File: config.mk
export PLATFORM = sky130hd
export DESIGN_NAME = alu_cmd_sequencer_flat
export DESIGN_NICKNAME = d
export VERILOG_FILES = /design/src/rtl/alu_cmd_sequencer_if.sv /design/src/rtl/alu_cmd_sequencer.sv /design/src/flat_wrapper.sv
export SDC_FILE = /design/constraint.sdc
export NUM_CORES = 1
export LEC_CHECK = 0
export CAP_MARGIN = 25
export CORE_ASPECT_RATIO = 1.1
export CORE_MARGIN = 3
export CORE_UTILIZATION = 54
export DETAILED_ROUTE_END_ITERATION = 8
export PLACE_DENSITY = 0.8
export SLEW_MARGIN = 20
export SYNTH_ARGS = -nofsm -noshare
export SYNTH_HDL_FRONTEND = slang
export SYNTH_SLANG_ARGS = --single-unit
File: constraint.sdc
create_clock -name clk -period 4.8 [get_ports clk]
set_input_delay 0.96 -clock clk [delete_from_list [all_inputs] [get_ports clk]]
set_output_delay 0.96 -clock clk [all_outputs]
set_load 0.1 [all_outputs]
File: src/rtl/alu_cmd_sequencer_if.sv
// Handshake and ALU bus bundle for alu_cmd_sequencer.
// master is the sequencer's view; slave is the command source, ALU and result consumer.
interface alu_cmd_sequencer_if;
    logic       cmd_valid;
    logic       cmd_ready;
    logic [3:0] cmd_opcode;
    logic [7:0] cmd_a;
    logic [7:0] cmd_b;
    logic [3:0] alu_opcode;
    logic [7:0] alu_a;
    logic [7:0] alu_b;
    logic       alu_en;
    logic [7:0] alu_result;
    logic       res_valid;
    logic       res_ready;
    logic [7:0] res_data;
    logic [3:0] res_opcode;
    logic       res_err;
    logic [2:0] res_count;

    modport master (
        input  cmd_valid, cmd_opcode, cmd_a, cmd_b, alu_result, res_ready,
        output cmd_ready, alu_opcode, alu_a, alu_b, alu_en,
               res_valid, res_data, res_opcode, res_err, res_count
    );

    modport slave (
        output cmd_valid, cmd_opcode, cmd_a, cmd_b, alu_result, res_ready,
        input  cmd_ready, alu_opcode, alu_a, alu_b, alu_en,
               res_valid, res_data, res_opcode, res_err, res_count
    );
endinterface

File: src/rtl/alu_cmd_sequencer.sv
// Issues one ALU operation at a time, captures the result after ALU_LATENCY cycles,
// and queues results (or error entries for rejected commands) in a FWFT FIFO.
module alu_cmd_sequencer #(
    parameter int unsigned ALU_LATENCY = 1,
    parameter int unsigned RES_DEPTH   = 4
) (
    input  logic                clk,
    input  logic                reset,
    alu_cmd_sequencer_if.master bus
);
    localparam int unsigned AW      = (RES_DEPTH > 1) ? $clog2(RES_DEPTH) : 1;
    localparam logic [2:0]  DEPTH_C = 3'(RES_DEPTH);

    typedef enum logic [2:0] {IDLE, ISSUE, WAIT, CAPTURE, REJECT} state_e;

    state_e        state_q;
    logic [3:0]    op_q;
    logic [3:0]    alu_op_q;
    logic [7:0]    alu_a_q;
    logic [7:0]    alu_b_q;
    logic          alu_en_q;
    logic [2:0]    wait_q;

    logic [7:0]    mem_data_q [RES_DEPTH];
    logic [3:0]    mem_op_q   [RES_DEPTH];
    logic          mem_err_q  [RES_DEPTH];
    logic [AW-1:0] wr_ptr_q;
    logic [AW-1:0] rd_ptr_q;
    logic [2:0]    count_q;
    logic [7:0]    last_data_q;
    logic [3:0]    last_op_q;
    logic          last_err_q;

    logic          cmd_ready;
    logic          accept;
    logic          illegal;
    logic          capture;
    logic          push;
    logic          pop;
    logic          empty;

    assign empty     = (count_q == 3'd0);
    assign cmd_ready = !reset && (state_q == IDLE) && (count_q < DEPTH_C);
    assign accept    = bus.cmd_valid && cmd_ready;
    assign illegal   = (bus.cmd_opcode > 4'd8) ||
                       ((bus.cmd_opcode == 4'd3) && (bus.cmd_b == 8'h00));
    // The result is sampled on the edge that moves WAIT into CAPTURE, i.e. exactly
    // ALU_LATENCY edges after the alu_en edge; CAPTURE then only returns to IDLE.
    assign capture   = (state_q == WAIT) && (wait_q == 3'd1);
    assign push      = capture || (state_q == REJECT);
    assign pop       = !empty && bus.res_ready;

    assign bus.cmd_ready  = cmd_ready;
    assign bus.alu_opcode = alu_op_q;
    assign bus.alu_a      = alu_a_q;
    assign bus.alu_b      = alu_b_q;
    assign bus.alu_en     = alu_en_q;
    assign bus.res_valid  = !empty;
    assign bus.res_data   = empty ? last_data_q : mem_data_q[rd_ptr_q];
    assign bus.res_opcode = empty ? last_op_q   : mem_op_q[rd_ptr_q];
    assign bus.res_err    = empty ? last_err_q  : mem_err_q[rd_ptr_q];
    assign bus.res_count  = count_q;

    always_ff @(posedge clk or posedge reset) begin
        if (reset) begin
            state_q  <= IDLE;
            op_q     <= '0;
            alu_op_q <= '0;
            alu_a_q  <= '0;
            alu_b_q  <= '0;
            alu_en_q <= 1'b0;
            wait_q   <= '0;
        end else begin
            alu_en_q <= 1'b0;
            unique case (state_q)
                IDLE: begin
                    if (accept) begin
                        op_q <= bus.cmd_opcode;
                        if (illegal) begin
                            state_q <= REJECT;
                        end else begin
                            state_q  <= ISSUE;
                            alu_op_q <= bus.cmd_opcode;
                            alu_a_q  <= bus.cmd_a;
                            alu_b_q  <= bus.cmd_b;
                            alu_en_q <= 1'b1;
                        end
                    end
                end
                ISSUE: begin
                    state_q <= WAIT;
                    wait_q  <= 3'(ALU_LATENCY);
                end
                WAIT: begin
                    if (wait_q == 3'd1) state_q <= CAPTURE;
                    else                wait_q  <= wait_q - 3'd1;
                end
                CAPTURE, REJECT: state_q <= IDLE;
                default:         state_q <= IDLE;
            endcase
        end
    end

    always_ff @(posedge clk or posedge reset) begin
        if (reset) begin
            for (int unsigned i = 0; i < RES_DEPTH; i++) begin
                mem_data_q[i] <= '0;
                mem_op_q[i]   <= '0;
                mem_err_q[i]  <= 1'b0;
            end
            wr_ptr_q    <= '0;
            rd_ptr_q    <= '0;
            count_q     <= '0;
            last_data_q <= '0;
            last_op_q   <= '0;
            last_err_q  <= 1'b0;
        end else begin
            if (push) begin
                mem_data_q[wr_ptr_q] <= capture ? bus.alu_result : 8'h00;
                mem_op_q[wr_ptr_q]   <= op_q;
                mem_err_q[wr_ptr_q]  <= !capture;
                wr_ptr_q             <= wr_ptr_q + AW'(1);
            end
            if (pop) begin
                last_data_q <= mem_data_q[rd_ptr_q];
                last_op_q   <= mem_op_q[rd_ptr_q];
                last_err_q  <= mem_err_q[rd_ptr_q];
                rd_ptr_q    <= rd_ptr_q + AW'(1);
            end
            unique case ({push, pop})
                2'b10:   count_q <= count_q + 3'd1;
                2'b01:   count_q <= count_q - 3'd1;
                default: count_q <= count_q;
            endcase
        end
    end
endmodule

File: src/flat_wrapper.sv
// flat-port wrapper written by rule: the top's interface ports become plain ports
module alu_cmd_sequencer_flat 
#(
    parameter int unsigned ALU_LATENCY = 1,
    parameter int unsigned RES_DEPTH   = 4
)
  (clk, reset, bus_cmd_valid, bus_cmd_opcode, bus_cmd_a, bus_cmd_b, bus_alu_result, bus_res_ready, bus_cmd_ready, bus_alu_opcode, bus_alu_a, bus_alu_b, bus_alu_en, bus_res_valid, bus_res_data, bus_res_opcode, bus_res_err, bus_res_count);
  alu_cmd_sequencer_if bus_i ();
  input  logic clk;
  input  logic reset;
  input wire logic [$bits(bus_i.cmd_valid)-1:0] bus_cmd_valid;
  input wire logic [$bits(bus_i.cmd_opcode)-1:0] bus_cmd_opcode;
  input wire logic [$bits(bus_i.cmd_a)-1:0] bus_cmd_a;
  input wire logic [$bits(bus_i.cmd_b)-1:0] bus_cmd_b;
  input wire logic [$bits(bus_i.alu_result)-1:0] bus_alu_result;
  input wire logic [$bits(bus_i.res_ready)-1:0] bus_res_ready;
  output wire logic [$bits(bus_i.cmd_ready)-1:0] bus_cmd_ready;
  output wire logic [$bits(bus_i.alu_opcode)-1:0] bus_alu_opcode;
  output wire logic [$bits(bus_i.alu_a)-1:0] bus_alu_a;
  output wire logic [$bits(bus_i.alu_b)-1:0] bus_alu_b;
  output wire logic [$bits(bus_i.alu_en)-1:0] bus_alu_en;
  output wire logic [$bits(bus_i.res_valid)-1:0] bus_res_valid;
  output wire logic [$bits(bus_i.res_data)-1:0] bus_res_data;
  output wire logic [$bits(bus_i.res_opcode)-1:0] bus_res_opcode;
  output wire logic [$bits(bus_i.res_err)-1:0] bus_res_err;
  output wire logic [$bits(bus_i.res_count)-1:0] bus_res_count;
  assign bus_i.cmd_valid = bus_cmd_valid;
  assign bus_i.cmd_opcode = bus_cmd_opcode;
  assign bus_i.cmd_a = bus_cmd_a;
  assign bus_i.cmd_b = bus_cmd_b;
  assign bus_i.alu_result = bus_alu_result;
  assign bus_i.res_ready = bus_res_ready;
  assign bus_cmd_ready = bus_i.cmd_ready;
  assign bus_alu_opcode = bus_i.alu_opcode;
  assign bus_alu_a = bus_i.alu_a;
  assign bus_alu_b = bus_i.alu_b;
  assign bus_alu_en = bus_i.alu_en;
  assign bus_res_valid = bus_i.res_valid;
  assign bus_res_data = bus_i.res_data;
  assign bus_res_opcode = bus_i.res_opcode;
  assign bus_res_err = bus_i.res_err;
  assign bus_res_count = bus_i.res_count;
  alu_cmd_sequencer #(.ALU_LATENCY(ALU_LATENCY), .RES_DEPTH(RES_DEPTH)) u_core (.clk(clk), .reset(reset), .bus(bus_i));
endmodule
---- After elaboration in Yosys (flattened, before gate mapping) ----
Cells that the tools add are included.
word-level totals
  bits of input ports ..................... 32
  logic and storage cells ................. 101
  register bits after elaboration ......... 103
operators by class
  multiplexer cells ....................... 32
  $lt $le $gt $ge ......................... 5
  equality and inequality tests ........... 10
  reductions and logical operators ........ 21
  add/sub/neg operators ................... 5
  bitwise operators ....................... 3
operators with widths
  operator                                              number
  2-to-1 mux 8 bit                                      5
  bitwise mux 32 bit                                    1
  binary-select mux 8 bit (select 2 bit)                1
  bitwise mux 16 bit                                    1
  demux 8 bit (select 2 bit)                            1
  2-to-1 mux 4 bit                                      4
  2-to-1 mux 3 bit                                      4
  case mux 3 bit (2 select lines)                       2
  case mux 3 bit (3 select lines)                       1
  binary-select mux 4 bit (select 2 bit)                1
  demux 4 bit (select 2 bit)                            1
  zero test 8 bit                                       1
  logical AND 1 bit                                     7
  2-to-1 mux 1 bit                                      7
  == test 3 x 1 -> 1 bit, second input constant         2
  >= comparator 3 bit, second input constant            2
  zero test 3 bit                                       2
  NOT 2 -> 3 bit                                        2
  AND reduction 2 bit                                   3
  subtractor 3 x 1 -> 3 bit, second input constant      2
  adder 2 x 1 -> 2 bit, second input constant           2
  bitwise mux 4 bit                                     1
  == test 4 x 2 -> 1 bit, second input constant         1
  greater-than comparator 4 bit, second input constant  1
  16 further kinds                                      21

---- Longest topological paths before layout ----
Gate-level depths: netlist (run 1).
  depth in word-level cells ............... 6
  gate-level depth with buffers ........... 12
  mapped depth without buffers ............ 11

---- Least setup slack after synthesis (run 1) ----
Ideal clock, no wire load.
  kind .................................... reg2out
  from .................................... register u_core.count_q[2], in the netlist u_core.bus.res_count[2]
  to ...................................... output bus_res_data[0]
  data arrival time ....................... 3.147 ns
  cell stages (with the launch flop) ...... 5
  slack ................................... 0.693 ns
  data required time ...................... 3.840 ns
  cell sequence ........................... dfrtp_1 -> or3_1 -> buf_2 -> clkbuf_1 -> mux2_2
between the ends
  word-level cells in the longest chain between the ends .. 2
RTL lines
  item                      line                      RTL
  start: declaration        alu_cmd_sequencer.sv:29   logic [2:0] count_q;
  start signal: assignment  alu_cmd_sequencer.sv:131  2'b10: count_q <= count_q + 3'd1;
  start signal: assignment  alu_cmd_sequencer.sv:132  2'b01: count_q <= count_q - 3'd1;
  start signal: assignment  alu_cmd_sequencer.sv:133  default: count_q <= count_q;
  zero test 3 bit           alu_cmd_sequencer.sv:42   assign empty = (count_q == 3'd0);
  2-to-1 mux 8 bit          alu_cmd_sequencer.sv:59   assign bus.res_data = empty ? last_data_q : mem_data_q[rd_ptr_q];
  end: declaration          flat_wrapper.sv:23        output wire logic [$bits(bus_i.res_data)-1:0] bus_res_data;
No other way between the ends.

---- Worst setup path after layout (run 1) ----
  from .................................... register u_core.rd_ptr_q[0]
  to ...................................... output bus_res_data[2]
between the ends
  word-level cells in the longest chain between the ends .. 5
RTL lines
  item                                                  line                      RTL
  start: declaration                                    alu_cmd_sequencer.sv:28   logic [AW-1:0] rd_ptr_q;
  start signal: assignment                              alu_cmd_sequencer.sv:128  rd_ptr_q <= rd_ptr_q + AW'(1);
  NOT 2 -> 3 bit (not written as such)                  alu_cmd_sequencer.sv:59
  binary-select mux 8 bit (select 2 bit)                alu_cmd_sequencer.sv:59
  2-to-1 mux 8 bit (not written as such) (2 in series)  alu_cmd_sequencer.sv:59
  2-to-1 mux 8 bit                                      alu_cmd_sequencer.sv:59
No other way between the ends. The select of a mux whose other input is x is not followed.

==> summary.txt, run 1 <==
Detailed routing
  • Avg WL per Cell: 18.2 µm
  • Initial drt markers: 116
  • Remaining number of nets flagged by the antenna check after routing: 0
  • Total wirelength of the detailed-routed design: about 9000 µm
  • Total via count after detailed routing: 2,854
  • Vias per cell: 5.79
  • Remaining routing DRC violations: 0
  • Pre-antenna DRT Iters: 4

Layout
  • Number of fillers in the final layout: 571
  • Signed area change from the synthesized netlist to the final layout: 20.3%
  • Layout Utilization: about 70%
  • Area taken by flip-flops and latches: approximately 2600 µm²
  • Area of the multi-input gates: 1880 µm²
  • ANT cells: 0
  • Layout cells sized above 1: 26.5%
  • Layout Nets: 420

Placed design
  • Pre-CTS setup slack: about 1200 ps
  • Placer congestion estimate: 0.736
  • Detailed placer's ending HPWL: 6080 µm
  • I/O Buffers: 70

Die
  • Core box area: 8130 µm²
  • Std cell rows: 34
  • Horizontal die dimension: 94.4 µm
  • Vertical die dimension: 103 µm
  • Area enclosed by the die boundary: 9740 µm²
  • Number of I/O pins: 71
  • Starting density of the core: around 57%

Synth
  • Yosys warns: 0
  • Number of instances in the synthesized netlist: 316
  • Net Count, Synth: around 360
  • Number of distinct library cells after synthesis: 35
  • Average cell area after synthesis: 14.7 µm²
  • Register bit count reported by yosys: 103
  • Most area-consuming cells after synthesis: sky130_fd_sc_hd__dfrtp_1 56%, sky130_fd_sc_hd__mux2_2 12%, sky130_fd_sc_hd__mux4_2 6.3%
  • Post-synthesis cell area: 4640 µm²
  • Share of the synthesized area in the top cell type: 55.6%
  • Post-synthesis sequential area ratio: 55.6%
  • Library cell with the largest summed area after synthesis: sky130_fd_sc_hd__dfrtp_1

Worst hold path
  • Hold/Removal Path Class: register to register
  • Launch instance of the worst min-delay path: u_core.mem_op_q[5]
  • Hold Path Cell Cnt: 1

CTS
  • Total of cells resized after clock tree synthesis: 0
  • Reg clk slew, reported paths: approximately 90 ps
  • Number of levels the H-tree was split into: 3
  • Number of hold-repair buffers added at the cts stage: 0
  • Cell at the root of the clock tree: sky130_fd_sc_hd__clkbuf_8
  • CTS tree: yes
  • Longest Clk Path Bufs: 2
  • Clock latency at the later pin of the worst-skew pair: 370 ps
  • Num CTS Buffers: 9
  • Clock sink count: between 100 and 150
  • Post-CTS repair timing setup buffer count: 0

Worst setup path
  • Setup crit start kind: register
  • Data arrival time of the worst path: 3010 ps
  • Worst Setup End Kind: output port
  • Critical path peak fanout: 10
  • Source of the worst register-to-register timing path: u_core.bus.res_count[2]
  • Req. time, crit path: approximately 3800 ps
  • Worst setup path start: u_core.rd_ptr_q[0]
  • Kind of critical path: register to output port
  • Number of cells traversed by the worst register-to-register path: 9

Timing
  • Final Max Slew Viols: 0
  • Measured slew at the worst slew-check pin: 996 ps
  • Upper clock frequency limit: 252 MHz
  • Worst slew slack as a fraction of its limit: 33.4%
  • Layout Skew: 8.61 ps
  • Setup Viol. Count Final: 0
  • RSZ-0062 raised after global routing: no
  • Final worst path period need: 3970 ps
  • Post-route worst setup slack: 830 ps
  • Tcrit/Tclk final: 82.7%
  • Hold Vio Cnt, Final: 0
  • Post-route worst hold slack: approximately 510 ps
  • Final TNS setup: 0 ps

Flow run
  • Max capacitance violation total: 0

GRT
  • Antenna violations before repair: 0
  • Gr ovfl total: 0
  • First-pass GRT wire length: 15,000 µm
  • Gr usage total: between 20 and 25%
  • Maximum number of pins on one net before global-route repair: 45
  • Number of global-route vias before repair: 3,012

Run status
  • Outcome: finished clean
worst max-delay path: stages (launching register included):
cell                              delay [ps]
sky130_fd_sc_hd__dfrtp_1                 550
sky130_fd_sc_hd__buf_4                   300
sky130_fd_sc_hd__mux4_2                  550
sky130_fd_sc_hd__mux2_2                  280
sky130_fd_sc_hd__clkdlybuf4s50_1         970
cell families (layout without fill, tap and decap cells):
logic type               after synthesis  count (layout)  share of synthesized area (%)
AO/OA/AOI/OAI                         50              50                           8.31
XOR/XNOR                               7               7                           1.32
adder cells (fa/ha/maj)                8               8                           2.32
buffers and inverters                 32             101                           3.91
flip-flops                           103             103                           55.6
multiplexers                          80              80                           24.0
AND/OR/NAND/NOR                       36              36                           4.53
state kept, by name, summed over array words and instances (netlist names):
name,cells
u_core.mem_data_q,32
u_core.mem_op_q,16
u_core.bus.alu_a,8
u_core.bus.alu_b,8
u_core.last_data_q,8
u_core.bus.alu_opcode,4
u_core.last_op_q,4
u_core.mem_err_q,4
u_core.op_q,4
u_core.bus.res_count,3
u_core.state_q,3
u_core.wait_q,3
u_core.rd_ptr_q,2
u_core.wr_ptr_q,2
u_core.bus.alu_en,1
u_core.last_err_q,1
final timing paths:
| check | slack, ps | end |
|---|---|---|
| setup / recovery | 830 | bus_res_data[2] |
| hold / removal | 510 | u_core.mem_op_q[5] |
| setup reg to reg | 2050 | u_core.bus.res_count[2] |
| hold reg to reg | 510 | u_core.mem_op_q[5] |
| max in group asynchronous | 2890 | u_core.mem_data_q[19] |
| min in group asynchronous | 1010 | u_core.bus.res_count[1] |
stage by stage:
step                instances  instance area [µm²]
floorplan                 316                 4640
global placement          477                 5360
detailed placement        477                 5360
CTS                       493                 5580
global route              493                 5580
finish                    493                 5580
routing by layer:
layer / vias to the layer above / track usage, % / wire [µm]
met2: 95 / 32.2 / 4370
li1: 1275 / - / -
met3: 11 / 4.78 / 619
met5: - / 0 / 0
met4: 0 / 7.00 / 103
met1: 1473 / 27.2 / 3900
placed cells by master (no fill, tap or decap), types with 4 or more instances in the layout:
| cell type | instances |
|---|---|
| sky130_fd_sc_hd__mux4_2 | 13 |
| sky130_fd_sc_hd__dfrtp_1 | 103 |
| sky130_fd_sc_hd__nor2_1 | 8 |
| sky130_fd_sc_hd__buf_4 | 5 |
| sky130_fd_sc_hd__inv_1 | 10 |
| sky130_fd_sc_hd__clkdlybuf4s50_1 | 69 |
| sky130_fd_sc_hd__mux2_2 | 48 |
| sky130_fd_sc_hd__and2_1 | 5 |
| sky130_fd_sc_hd__xnor2_1 | 4 |
| sky130_fd_sc_hd__mux2_4 | 18 |
| sky130_fd_sc_hd__nand2_1 | 9 |
| sky130_fd_sc_hd__clkbuf_8 | 9 |
| sky130_fd_sc_hd__ha_1 | 7 |
| sky130_fd_sc_hd__a21oi_1 | 10 |
| sky130_fd_sc_hd__a22o_1 | 32 |
cell type report:
class | count | area share (%)
clock inverters | 5 | 1.48
clock buffers | 11 | 2.36
well taps | 108 | 2.42
flip-flops and latches | 103 | 46.2
repair buffers | 74 | 13.1
inverters | 11 | 0.785
multi-input cells | 181 | 33.7
synthesized netlist by cell type:
library cell                number
sky130_fd_sc_hd__a21oi_1        10
sky130_fd_sc_hd__a22o_1         32
sky130_fd_sc_hd__a31oi_1         1
sky130_fd_sc_hd__and2_1          5
sky130_fd_sc_hd__buf_2          10
sky130_fd_sc_hd__buf_4           1
sky130_fd_sc_hd__buf_6           6
sky130_fd_sc_hd__clkbuf_1        4
sky130_fd_sc_hd__dfrtp_1       103
sky130_fd_sc_hd__fa_1            1
sky130_fd_sc_hd__ha_1            7
sky130_fd_sc_hd__inv_1          11
sky130_fd_sc_hd__mux2_2         48
sky130_fd_sc_hd__mux2_4         18
sky130_fd_sc_hd__mux2i_1         1
sky130_fd_sc_hd__mux4_2         13
sky130_fd_sc_hd__nand2_1         9
sky130_fd_sc_hd__nand2b_1        1
sky130_fd_sc_hd__nand3_2         1
sky130_fd_sc_hd__nand4bb_1       1
sky130_fd_sc_hd__nor2_1          8
sky130_fd_sc_hd__nor2b_1         1
sky130_fd_sc_hd__nor3_1          3
sky130_fd_sc_hd__nor4_1          1
sky130_fd_sc_hd__nor4_4          1
sky130_fd_sc_hd__nor4b_1         3
sky130_fd_sc_hd__o21ai_0         3
sky130_fd_sc_hd__o21ba_2         1
sky130_fd_sc_hd__o22a_1          1
sky130_fd_sc_hd__o22ai_1         1
sky130_fd_sc_hd__o31a_1          1
sky130_fd_sc_hd__or2_1           1
sky130_fd_sc_hd__or3_1           1
sky130_fd_sc_hd__xnor2_1         4
sky130_fd_sc_hd__xor2_1          3
Power of run 1 is not shown: default switching activity piles up to over one toggle a cycle in this logic, so the estimate is an artifact.
==> run 2: changes to the inputs <==
Clock period 4.8 ns to 4.05 ns, I/O delays scaled along.
==> run 2 against run 1 <==
Final cell count shrank 0.20%; critical path depth unchanged; count of clock-buffer cells in the layout down 1; die area unchanged; worst hold slack got worse by 2.7 ps; first-iteration DRC count rose by 4.3%; global-route usage down 0.76 points; largest cell class unchanged; highest routed layer unchanged.
==> summary.txt, run 2 (synthesis gave the netlist of run 1 again) <==
GRT
  • Antenna violations before repair: 0
  • Number of global-route vias before repair: between 2,000 and 3,000
  • Gr ovfl total: 0
  • Maximum number of pins on one net before global-route repair: 63
  • First-pass GRT wire length: 14,400 µm
  • Gr usage total: 19.3%

CTS
  • Clock sink count: just over 100
  • Post-CTS repair timing setup buffer count: 0
  • Cell at the root of the clock tree: sky130_fd_sc_hd__clkbuf_8
  • Number of hold-repair buffers added at the cts stage: 0
  • Clock latency at the later pin of the worst-skew pair: 360 ps
  • CTS tree: yes
  • Longest Clk Path Bufs: 2
  • Total of cells resized after clock tree synthesis: 0
  • Num CTS Buffers: 9
  • Number of levels the H-tree was split into: 3
  • Reg clk slew, reported paths: 90 ps

Timing
  • Setup Viol. Count Final: 0
  • Measured slew at the worst slew-check pin: 992 ps
  • Tcrit/Tclk final: 79.5%
  • Final worst path period need: roughly 3200 ps
  • Layout Skew: around 11 ps
  • Upper clock frequency limit: 310 MHz
  • Hold Vio Cnt, Final: 0
  • Final TNS setup: 0 ps
  • Worst slew slack as a fraction of its limit: 33.7%
  • RSZ-0062 raised after global routing: no
  • Final Max Slew Viols: 0

Die
  • Area enclosed by the die boundary: 9740 µm²
  • Horizontal die dimension: 94.4 µm
  • Number of I/O pins: 71
  • Vertical die dimension: 103 µm
  • Std cell rows: 34
  • Starting density of the core: a little under three fifths
  • Core box area: 8130 µm²

Worst setup path
  • Worst setup slack for register-to-register paths: ~1400 ps
  • Number of cells traversed by the worst register-to-register path: 6
  • Chain of cells forming the critical path: buf_4, mux4_2, mux2_2, buf_4
  • Critical path peak fanout: 10
  • Peak per-stage delay on the critical path: approximately 700 ps
  • Req. time, crit path: 3240 ps
  • Reg2reg end: u_core.mem_op_q[4]
  • Kind of critical path: register to output port
  • Critical-path cell with the highest stage delay: sky130_fd_sc_hd__dfrtp_1
  • Setup crit start kind: register
  • Data arrival time of the worst path: 2410 ps
  • Source of the worst register-to-register timing path: u_core.wait_q[1]
  • Worst Setup End Kind: output port
  • Most Frequent Cell on Critical Path: sky130_fd_sc_hd__buf_4
  • Worst setup path start: u_core.rd_ptr_q[0]

Layout
  • Most common cell after layout, fill and taps aside: sky130_fd_sc_hd__dfrtp_1
  • Signed area change from the synthesized netlist to the final layout: 18.8%
  • Largest registers: u_core.mem_data_q: 32 flops, u_core.mem_op_q: 16 flops
  • Number of fillers in the final layout: 588
  • Layout cells sized above 1: 30.2%
  • Largest register by flop count: u_core.mem_data_q
  • ANT cells: 0
  • Number of flip-flops in the largest register: 32
  • Layout Nets: about 420
  • Most frequent cells in the layout: 103 x sky130_fd_sc_hd__dfrtp_1, 55 x sky130_fd_sc_hd__clkdlybuf4s50_1, 48 x sky130_fd_sc_hd__mux2_2, 32 x sky130_fd_sc_hd__a22o_1, 18 x sky130_fd_sc_hd__mux2_4

Placed design
  • I/O Buffers: 70
  • Detailed placer's ending HPWL: approximately 6100 µm
  • Placer congestion estimate: 0.776

Run status
  • Outcome: finished clean

Worst hold path
  • Hold-critical path endpoint: u_core.mem_err_q[1]
  • Hold Path Cell Cnt: 2
  • Launch instance of the worst min-delay path: u_core.mem_err_q[1]
  • Hold/Removal Path Class: register to register

Detailed routing
  • Total wirelength of the detailed-routed design: 8880 µm
  • Pre-antenna DRT Iters: 4
  • Vias per cell: around 5.7
  • Remaining number of nets flagged by the antenna check after routing: 0
  • Remaining routing DRC violations: 0
  • Avg WL per Cell: 18.0 µm
  • Total via count after detailed routing: 2,802
  • Initial drt markers: 121

Flow run
  • Max capacitance violation total: 0
## run 2: final cells by class
type,count,area (µm²),share of cell area [%]
inverters,11,43.8,0.795
clock inverters,6,47.5,0.863
well taps,108,135,2.45
multi-input cells,181,1880,34.1
repair buffers,73,698,12.7
flip-flops and latches,103,2580,46.8
clock buffers,10,128,2.32
## run 2: worst max path at each step
stage	end	slack, ps	cells after the start
2_1_floorplan	bus_res_data[0]	90	4
3_3_place_gp	u_core.bus.alu_a[0]	1020	5
3_5_place_dp	u_core.bus.alu_b[7]	950	5
4_1_cts	bus_res_data[5]	760	4
5_1_grt	bus_res_data[2]	660	4
6_report	bus_res_data[5]	830	4
## run 2: stage by stage
step           hold WS [ps]  cell area, µm²  setup slack, ps  utilization, %  cells
2_1_floorplan           456            4640             93.3               -    316
3_3_place_gp            477            5330             1020            65.6    476
3_5_place_dp            486            5330              953            65.6    476
4_1_cts                 509            5510              762            67.8    492
5_1_grt                 521            5510              661            67.8    492
6_report                505            5510              828            67.8    492
## run 2: layer usage
layer	GRT usage (%)	vias to the layer above	routed length, µm
met5	0	-	0
met4	6.44	0	107
li1	-	1276	-
met3	5.35	8	536
met2	31.4	88	4360
met1	25.4	1430	3870
## run 2: critical path: cells and delay by family (launching register included)
family / cells / cell delay (ps)
buffers and inverters: 2 / 530
multiplexers: 2 / 810
flip-flops: 1 / 720
Power of run 2 is left out for the same reason.
==> run 3: changes to the inputs <==
Clock period 4.05 ns to 3.35 ns, I/O delays scaled along.
==> run 3 against run 2 <==
Non-clock buffer count is 3 higher; critical endpoint unchanged; critical path type unchanged; clock skew rose by 1.4 ps; cell area is 0.68% lower; first-iteration DRC count decreased by 15%; worst setup slack worse by 270 ps; flip-flop and latch count stayed put; sequential share of layout area grew 0.32 points; critical path depth fell by 1; via count grew 1.8%.
==> summary.txt, run 3 (synthesis gave the netlist of run 1 again) <==
Run status
  • Outcome: finished clean

CTS
  • Longest Clk Path Bufs: 2
  • Num CTS Buffers: 9
  • Clock sink count: 103
  • Cell at the root of the clock tree: sky130_fd_sc_hd__clkbuf_8
  • Number of levels the H-tree was split into: 3
  • Total of cells resized after clock tree synthesis: 0
  • Reg clk slew, reported paths: 90 ps
  • Clock latency at the later pin of the worst-skew pair: about 360 ps
  • Number of hold-repair buffers added at the cts stage: 0
  • CTS tree: yes
  • Post-CTS repair timing setup buffer count: 0

Layout
  • Layout Utilization: 67.3%
  • Most frequent cells in the layout: 103 x sky130_fd_sc_hd__dfrtp_1, 48 x sky130_fd_sc_hd__mux2_2, 44 x sky130_fd_sc_hd__buf_4, 32 x sky130_fd_sc_hd__a22o_1, 31 x sky130_fd_sc_hd__clkdlybuf4s50_1
  • Most common cell after layout, fill and taps aside: sky130_fd_sc_hd__dfrtp_1
  • Area of the multi-input gates: 1880 µm²
  • Non-filler instance count after layout: 495
  • Layout cells sized above 1: 37.2%
  • Largest register by flop count: u_core.mem_data_q
  • Area taken by flip-flops and latches: 2580 µm²
  • Largest registers: u_core.mem_data_q: 32 flops, u_core.mem_op_q: 16 flops
  • ANT cells: 0
  • Number of fillers in the final layout: 574
  • Number of flip-flops in the largest register: 32
  • Signed area change from the synthesized netlist to the final layout: 18.0%
  • Layout Nets: 422

Timing
  • Tcrit/Tclk final: 83.2%
  • Final TNS setup: 0 ps
  • Upper clock frequency limit: 359 MHz
  • Final Max Slew Viols: 0
  • Worst slew slack as a fraction of its limit: between 50% and 60%
  • Post-route worst setup slack: between 500 and 600 ps
  • Layout Skew: 12.3 ps
  • Final worst path period need: 2790 ps
  • Measured slew at the worst slew-check pin: roughly 710 ps
  • RSZ-0062 raised after global routing: no
  • Hold Vio Cnt, Final: 0
  • Setup Viol. Count Final: 0

Flow run
  • Max capacitance violation total: 0

GRT
  • First-pass GRT wire length: 14,800 µm
  • Maximum number of pins on one net before global-route repair: 55
  • Gr ovfl total: 0
  • Gr usage total: 20.0%
  • Antenna violations before repair: 0
  • Number of global-route vias before repair: 3,068

Worst hold path
  • Hold Path Cell Cnt: 1
  • Hold/Removal Path Class: register to register

Detailed routing
  • Remaining number of nets flagged by the antenna check after routing: 0
  • Initial drt markers: between 100 and 150
  • Vias per cell: slightly below 6
  • Remaining routing DRC violations: 0
  • Avg WL per Cell: 18.0 µm
  • Total wirelength of the detailed-routed design: between 8000 and 9000 µm
  • Total via count after detailed routing: 2,852
  • Pre-antenna DRT Iters: 4

Placed design
  • Placer congestion estimate: between 0.7 and 0.8
  • Pre-CTS setup slack: approximately 320 ps
  • I/O Buffers: 70
  • Number of cells in the design after placement: 479
  • Detailed placer's ending HPWL: 6130 µm

Die
  • Number of I/O pins: 71
  • Core box area: ~8100 µm²
  • Starting density of the core: 57.1%
  • Vertical die dimension: 103 µm
  • Std cell rows: 34
  • Horizontal die dimension: 94.4 µm
  • Area enclosed by the die boundary: 9740 µm²

Worst setup path
  • Req. time, crit path: 2680 ps
  • Chain of cells forming the critical path: or3_1, mux2_2, buf_4
  • Data arrival time of the worst path: 2120 ps
  • Setup crit start kind: register
  • Peak per-stage delay on the critical path: between 600 and 700 ps
  • Worst Setup End Kind: output port
  • Critical-path cell with the highest stage delay: sky130_fd_sc_hd__or3_1
  • Number of cells traversed by the worst register-to-register path: 8
  • Critical path peak fanout: 15
  • Kind of critical path: register to output port
==> run 3: changes by cell type in the layout (fill, tap and decap cells not counted), sizes merged <==
| cell | before | now |
|---|---|---|
| clkinv | 2 | 5 |
| buf | 18 | 45 |
| inv | 11 | 10 |
| clkinvlp | 4 | 2 |
| clkdlybuf4s50 | 55 | 31 |
==> run 3: worst paths after layout <==
check                                        startpoint                      end  slack (ps)
worst max-delay path            u_core.bus.res_count[2]          bus_res_data[5]         560
worst min-delay path              u_core.mem_data_q[24]    u_core.mem_data_q[24]         510
worst max register to register  u_core.bus.res_count[2]  u_core.bus.res_count[2]         840
worst min register to register    u_core.mem_data_q[24]    u_core.mem_data_q[24]         510
max in group asynchronous                         reset      u_core.bus.alu_b[7]        1950
min in group asynchronous                         reset  u_core.bus.res_count[2]         920
==> run 3: per-stage QoR <==
step | area, µm² | hold slack, ps
finish | 5470 | 509
global route | 5470 | 526
CTS | 5470 | 509
detailed placement | 5300 | 487
global placement | 5300 | 475
floorplan | 4640 | 456
==> run 3: critical path, delay by kind of cell, from the launching register on <==
kind | cells | cell delay [ps]
DFF | 1 | 450
and+or+nand+nor | 1 | 680
muxes | 1 | 380
buffers and inverters | 1 | 230
==> run 3: metal layers <==
layer	part of all wire (%)	up-vias	global-route usage, %	wire length, µm
li1	-	1277	-	-
met1	44	1478	24.8	3880
met2	49	83	33.6	4330
met3	6.3	14	6.44	559
met4	1.6	0	6.33	145
met5	0	-	0	0
==> run 3: area by class of cell <==
cell class                 count  share of cell area, %
sequential                   103                   47.1
inverter                      11                  0.823
tap                          108                   2.47
clock inverter                 6                  0.663
timing repair buffer          76                   12.1
multi-input combinational    181                   34.3
clock buffer                  10                   2.52
Power of run 3 is left out for the same reason.
==> edit 1: new RTL, settings of run 3 <==
`RES_DEPTH` is set to 4 in 2 places; all go to 8.
--- a/src/rtl/alu_cmd_sequencer.sv
+++ b/src/rtl/alu_cmd_sequencer.sv
@@ -2,7 +2,7 @@
 // and queues results (or error entries for rejected commands) in a FWFT FIFO.
 module alu_cmd_sequencer #(
     parameter int unsigned ALU_LATENCY = 1,
-    parameter int unsigned RES_DEPTH   = 4
+    parameter int unsigned RES_DEPTH   = 8
 ) (
     input  logic                clk,
     input  logic                reset,
--- a/src/flat_wrapper.sv
+++ b/src/flat_wrapper.sv
@@ -2,7 +2,7 @@
 module alu_cmd_sequencer_flat 
 #(
     parameter int unsigned ALU_LATENCY = 1,
-    parameter int unsigned RES_DEPTH   = 4
+    parameter int unsigned RES_DEPTH   = 8
 )
   (clk, reset, bus_cmd_valid, bus_cmd_opcode, bus_cmd_a, bus_cmd_b, bus_alu_result, bus_res_ready, bus_cmd_ready, bus_alu_opcode, bus_alu_a, bus_alu_b, bus_alu_en, bus_res_valid, bus_res_data, bus_res_opcode, bus_res_err, bus_res_count);
   alu_cmd_sequencer_if bus_i ();
Check against the original RTL: not equivalent (Yosys sat finds a counterexample within 4 cycles, from zero or initial values and one cycle with reset high).
==> edit 1 against run 3 <==
- sequential share of layout area fell by 1.9 points
- routed wire length rose by 43%
- design area rose by 33%
- setup slack got worse by 360 ps
- via count rose by 34%
- sequential cell count rose by 28
- synthesized area rose by 34%
- largest cell class unchanged
- highest routed layer unchanged
==> edit 1: results (changes against run 3) <==
** Detailed routing
- Amount of wire on met2 after detailed routing :: 6.395 mm (+48%)
- The vias per cell was 5.617 (-2.5%).
- The number of DRC violations after detailed-routing iteration 0 is 205 (+99%).
- The routed wire length per instance came to 18.82 um (+4.5%).

** CTS
- The clock-pin slew on the worst setup and hold paths was 60 ps (-30 ps).

** Global routing
- The total routing resource utilization after global routing was 21.53% (+1.6 points).
- The via count of the first global-routing pass is 4,082 (+33%).
- Met1 usage in global routing :: 27.20% (+2.4 points)
- Met2 track utilization from global routing :: 34.60% (+0.98 points)
- Met3 GRT Util :: 5.352% (-1.1 points)

** Critical path
- The most critical setup path has its endpoint at bus_res_data[2].
- Worst path max stage delay :: 620 ps (-60 ps)
- The worst path arrival time came to 2480 ps (+360 ps).
- Broken down by cell family, the worst path's largest delay share belongs to flip-flops.
- Maximum fanout count along the critical path :: 14 (-1)
- The critical path starts at u_core.rd_ptr_q[0]$_DFFE_PP0N_.
- Endpoint of the most critical register-to-register path :: u_core.mem_data_q[8]$_DFFE_PP0P_
- Startpoint of the worst register-to-register path :: u_core.state_q[0]$_DFFE_PP0P_
- Worst R2R Path Depth :: 5 (-3)
- The register-to-register setup slack is 1040 ps (+200 ps).

** Place
- The post-placement cell area is 6609 um2 (+25%).
- Final Wtd Congestion :: 0.7584 (+0.69%)
- The post-placement worst setup slack is 642.3 ps (+318.3 ps).
- Placed Cells :: 646 (+35%)
- IO Port Bufs :: 27 (-61%)
- HPWL after detailed placement :: 7.775 mm (+27%)

** Yosys
- The share of the synthesized area in the top cell type was 52.83% (-2.8 points).
- The share of the synthesized netlist area taken by xor and xnor gates is 0.9881% (-0.33 points).
- In the synthesized netlist, the cells that appear most often are 131 x sky130_fd_sc_hd__dfrtp_1, 75 x sky130_fd_sc_hd__mux2_2, 38 x sky130_fd_sc_hd__nand2_1, 27 x sky130_fd_sc_hd__mux2i_1, 25 x sky130_fd_sc_hd__and2_1.
- The adder and majority cell fraction of the synthesized area is 1.734% (-0.59 points).
- Average size of a mapped cell :: 12.71 um2 (-13%)
- Distinct cells, synth :: 40 (+14%)

** Cells and area
- The number of filler instances in the final layout was 794 (+38%).
- The number of nets in the layout is 558 (+32%).
- Registers with the most flip-flops :: u_core.mem_data_q x64, u_core.mem_op_q x32
- Ratio of cells with drive above 1 in the final layout :: 30.32% (-6.9 points)

** Timing
- Clock skew after layout :: 6.579 ps (-5.688 ps)

** Floorplanning
- The die outline area is 12,810 um2 (+32%).

** Run status
- The flow ran to the end, and the final reports show no timing, DRC or antenna violations.
edit 1: changes by cell type after synthesis, sizes merged, moves of 20 or more:
cell,before,now
a22o,32,1
nand2,9,39
dfrtp,103,131
o21ai,3,31
buf,17,43
mux2i,1,27
mux2,66,91
and2,5,25
edit 1: cells by family after synthesis:
| family | Yosys count |
|---|---|
| flip-flops | 131 |
| buffers and inverters | 60 |
| adder cells (fa/ha/maj) | 8 |
| AND/OR/NAND/NOR | 101 |
| XOR/XNOR | 7 |
| multiplexers | 118 |
| AO/OA/AOI/OAI | 62 |
| other | 1 |
edit 1: area by class of cell:
class | count | area [um2] | area share, %
Clock buffer | 24 | 501.7 | 6.914
Multi-Input combinational cell | 318 | 2586 | 35.64
Clock inverter | 8 | 146.4 | 2.017
Inverter | 12 | 48.80 | 0.6724
Tap cell | 147 | 183.9 | 2.534
Sequential cell | 131 | 3279 | 45.19
Timing Repair Buffer | 38 | 510.5 | 7.034
edit 1: worst min path at each step:
stage / slack (ps) / to / cells past startpoint / startpoint
after floorplan: 450 / u_core.mem_err_q[3]$_DFFE_PP0P_ / 1 / u_core.mem_err_q[3]$_DFFE_PP0P_
after global placement: 460 / u_core.last_data_q[7]$_DFFE_PP0N_ / 2 / u_core.last_data_q[7]$_DFFE_PP0N_
after detailed placement: 470 / u_core.mem_err_q[5]$_DFFE_PP0P_ / 1 / u_core.mem_err_q[5]$_DFFE_PP0P_
after CTS: 480 / u_core.last_op_q[0]$_DFFE_PP0N_ / 2 / u_core.last_op_q[0]$_DFFE_PP0N_
after global routing: 500 / u_core.mem_op_q[21]$_DFFE_PP0N_ / 1 / u_core.mem_op_q[21]$_DFFE_PP0N_
final: 480 / u_core.mem_op_q[21]$_DFFE_PP0N_ / 1 / u_core.mem_op_q[21]$_DFFE_PP0N_
==> edit 2: new RTL, flow settings as in run 3 <==
Without the edit above. Encoding of `state_e`: now one-hot (5 bits for 5 states).
--- a/src/rtl/alu_cmd_sequencer.sv
+++ b/src/rtl/alu_cmd_sequencer.sv
@@ -11,7 +11,7 @@
     localparam int unsigned AW      = (RES_DEPTH > 1) ? $clog2(RES_DEPTH) : 1;
     localparam logic [2:0]  DEPTH_C = 3'(RES_DEPTH);
 
-    typedef enum logic [2:0] {IDLE, ISSUE, WAIT, CAPTURE, REJECT} state_e;
+    typedef enum logic [4:0] {IDLE = 5'b00001, ISSUE = 5'b00010, WAIT = 5'b00100, CAPTURE = 5'b01000, REJECT = 5'b10000} state_e;
 
     state_e        state_q;
     logic [3:0]    op_q;
Behaviour: no difference found for any inputs over 10 cycles, from zero or initial values and one cycle with reset high; not proved beyond that.
==> edit 2 against run 3 <==
- routed wire length rose by 6.5%
- setup slack got worse by 61 ps
- synthesized area rose by 2.3%
- design area rose by 1.9%
- sequential cell count rose by 2
- synthesized cell count fell by 0.95%
- highest routed layer unchanged
==> edit 2: results (changes against run 3) <==
** Cells and area
- Final core utilization :: 65.98% (-1.3 points)
- Registers with the most flip-flops :: u_core.mem_data_q x32, u_core.mem_op_q x16
- # fillers :: 630 (+9.8%)
- The share of final-layout standard cells stronger than drive strength 1 was 39.43% (+2.2 points).
- Largest register by flop count :: u_core.mem_data_q
- Layout Nets :: 418 (-0.95%)

** Global routing
- The total routing resource utilization after global routing came to 20.42% (+0.45 points).
- The via count of the first global-routing pass came to 3,167 (+3.2%).
- Largest net degree at the start of global routing :: 44 (-20%)
- First-pass GRT wire length :: 15.62 mm (+5.3%)

** Worst hold path
- Hold-critical path depth :: 1 (unchanged)
- The path with the worst hold slack has its endpoint at u_core.mem_data_q[0]$_DFFE_PP0P_.
- The startpoint identified for the worst hold timing path is u_core.mem_data_q[0]$_DFFE_PP0P_.
- The min-delay analysis places its worst path in the category reg2reg.

** Detailed routing
- Starting DRT DRC Count :: 151 (+47%)
- The routed wire length per instance is 19.23 um (+6.7%).
- Via count :: 2,919 (+2.3%)

** Timing
- The clock skew was 13.40 ps (+1.132 ps).
- The smallest hold slack was 498.4 ps (-10.12 ps).
- Worst Max-Slew Pin Slew :: 735.2 ps (+26.15 ps)

** Run status
- Status :: completed

** Yosys
- By area the synthesized netlist is led by sky130_fd_sc_hd__dfrtp_1 55%, sky130_fd_sc_hd__mux2_2 14%, sky130_fd_sc_hd__a32o_1 6.8%, sky130_fd_sc_hd__mux4_2 6.2%, sky130_fd_sc_hd__mux2_4 2.5%.
- Multiplexer fraction of the synthesized cell area :: 23.14% (-0.88 points)
- The share of the synthesized netlist area taken by xor and xnor gates was 1.108% (-0.21 points).
- Fraction of the mapped netlist area in compound gates :: 8.839% (+0.53 points)
- Post-synthesis share of cell area spent on full adders, half adders and majority gates :: 2.269% (-0.051 points)
- The share of flip-flops with an asynchronous set or reset after synthesis was 100.0% (unchanged).
- Top cells by instance count after synthesis :: 104 x sky130_fd_sc_hd__dfrtp_1, 58 x sky130_fd_sc_hd__mux2_2, 32 x sky130_fd_sc_hd__a32o_1, 13 x sky130_fd_sc_hd__mux4_2, 12 x sky130_fd_sc_hd__inv_1
- Total of warnings raised by yosys :: 0 (unchanged)
- The count of cell types in the netlist is 43 (+23%).
- The sequential-to-total area share from yosys stat is 55.44% (-0.15 points).
- The synthesized netlist net count was 353 (-0.84%).

** Place
- HPWL after detailed placement :: 6.605 mm (+7.7%)
- The post-placement cell area came to 5375 um2 (+1.5%).
- The global placer's final weighted congestion is 0.7525 (about the same).

** CTS
- The clock-pin slew on the worst setup and hold paths is 90 ps (about the same).
- Clock tree synthesis selected as its root buffer the cell sky130_fd_sc_hd__clkbuf_8.
- The post-cts repair resize count came to 0 (unchanged).

** Critical path
- CP Data Arrival Time :: 2180 ps (+60 ps)
- The worst setup path is launched from a flip-flop.

** Pwr
- Leakage power :: roughly 2.6 nW
-- edit 2: cell types whose count changed after synthesis, sizes merged, moves of 3 or more --
cell | run 3 | this run
a22oi | 0 | 5
a32o | 0 | 32
a22o | 32 | 0
buf | 17 | 20
a21oi | 10 | 1
nand2 | 9 | 1
-- edit 2: stage by stage --
| step | power (mW) | std cells | worst slack, ps |
|---|---|---|---|
| after floorplan | 3.476 | 313 | 199.2 |
| after global placement | 3.916 | 478 | 791.5 |
| after detailed placement | 3.971 | 478 | 752.6 |
| after CTS | 4.758 | 494 | 454.6 |
| after global routing | 4.922 | 494 | 399.3 |
| final | 4.714 | 494 | 500.7 |
-- edit 2: logic make-up after synthesis --
family	count (synthesis)
DFF	105
buffers and inverters	34
adders and majority gates	8
muxes	82
and+or+nand+nor	33
AOI/OAI and AO/OA	45
xor gates and xnor gates	6
-- edit 2: how the worst max path moves through the flow --
stage	endpoint	slack [ps]	cells past startpoint
after detailed placement	u_core.bus.alu_a[6]$_DFFE_PP0P_	750	5
after global routing	bus_res_opcode[0]	400	3
after global placement	u_core.bus.alu_a[4]$_DFFE_PP0P_	790	5
after CTS	bus_res_opcode[1]	450	3
final	bus_res_opcode[0]	500	3
after floorplan	bus_res_data[0]	200	4
-- edit 2: power by group through the flow --
stage	registers, mW	clock network, mW	logic (mW)
2_1_floorplan	2.69	0	0.786
3_3_place_gp	1.71	0	2.20
3_5_place_dp	1.73	0	2.24
4_1_cts	1.71	0.806	2.24
5_1_grt	1.74	0.859	2.32
6_report	1.71	0.783	2.22
-- edit 2: per-layer routing --
layer | global-route usage, % | vias up | wire, um
li1 | - | 1307 | -
met5 | 0 | - | 0
met3 | 3.690 | 16 | 502
met2 | 33.17 | 85 | 4912
met1 | 26.08 | 1511 | 3886
met4 | 9.897 | 0 | 201
-- edit 2: final cells by class --
cell class,instances,area [um2],area share (%)
flip-flops and latches,105,2629,47.14
well taps,111,138.9,2.490
inverters,12,48.80,0.8750
clock inverters,7,77.57,1.391
repair buffers,76,660.6,11.85
multi-input cells,174,1898,34.04
clock buffers,9,123.9,2.221
-- edit 2: critical path: stages (launching register included) --
cell	delay, ps
sky130_fd_sc_hd__dfrtp_1	460
sky130_fd_sc_hd__or3_1	710
sky130_fd_sc_hd__mux2_2	410
sky130_fd_sc_hd__buf_4	230
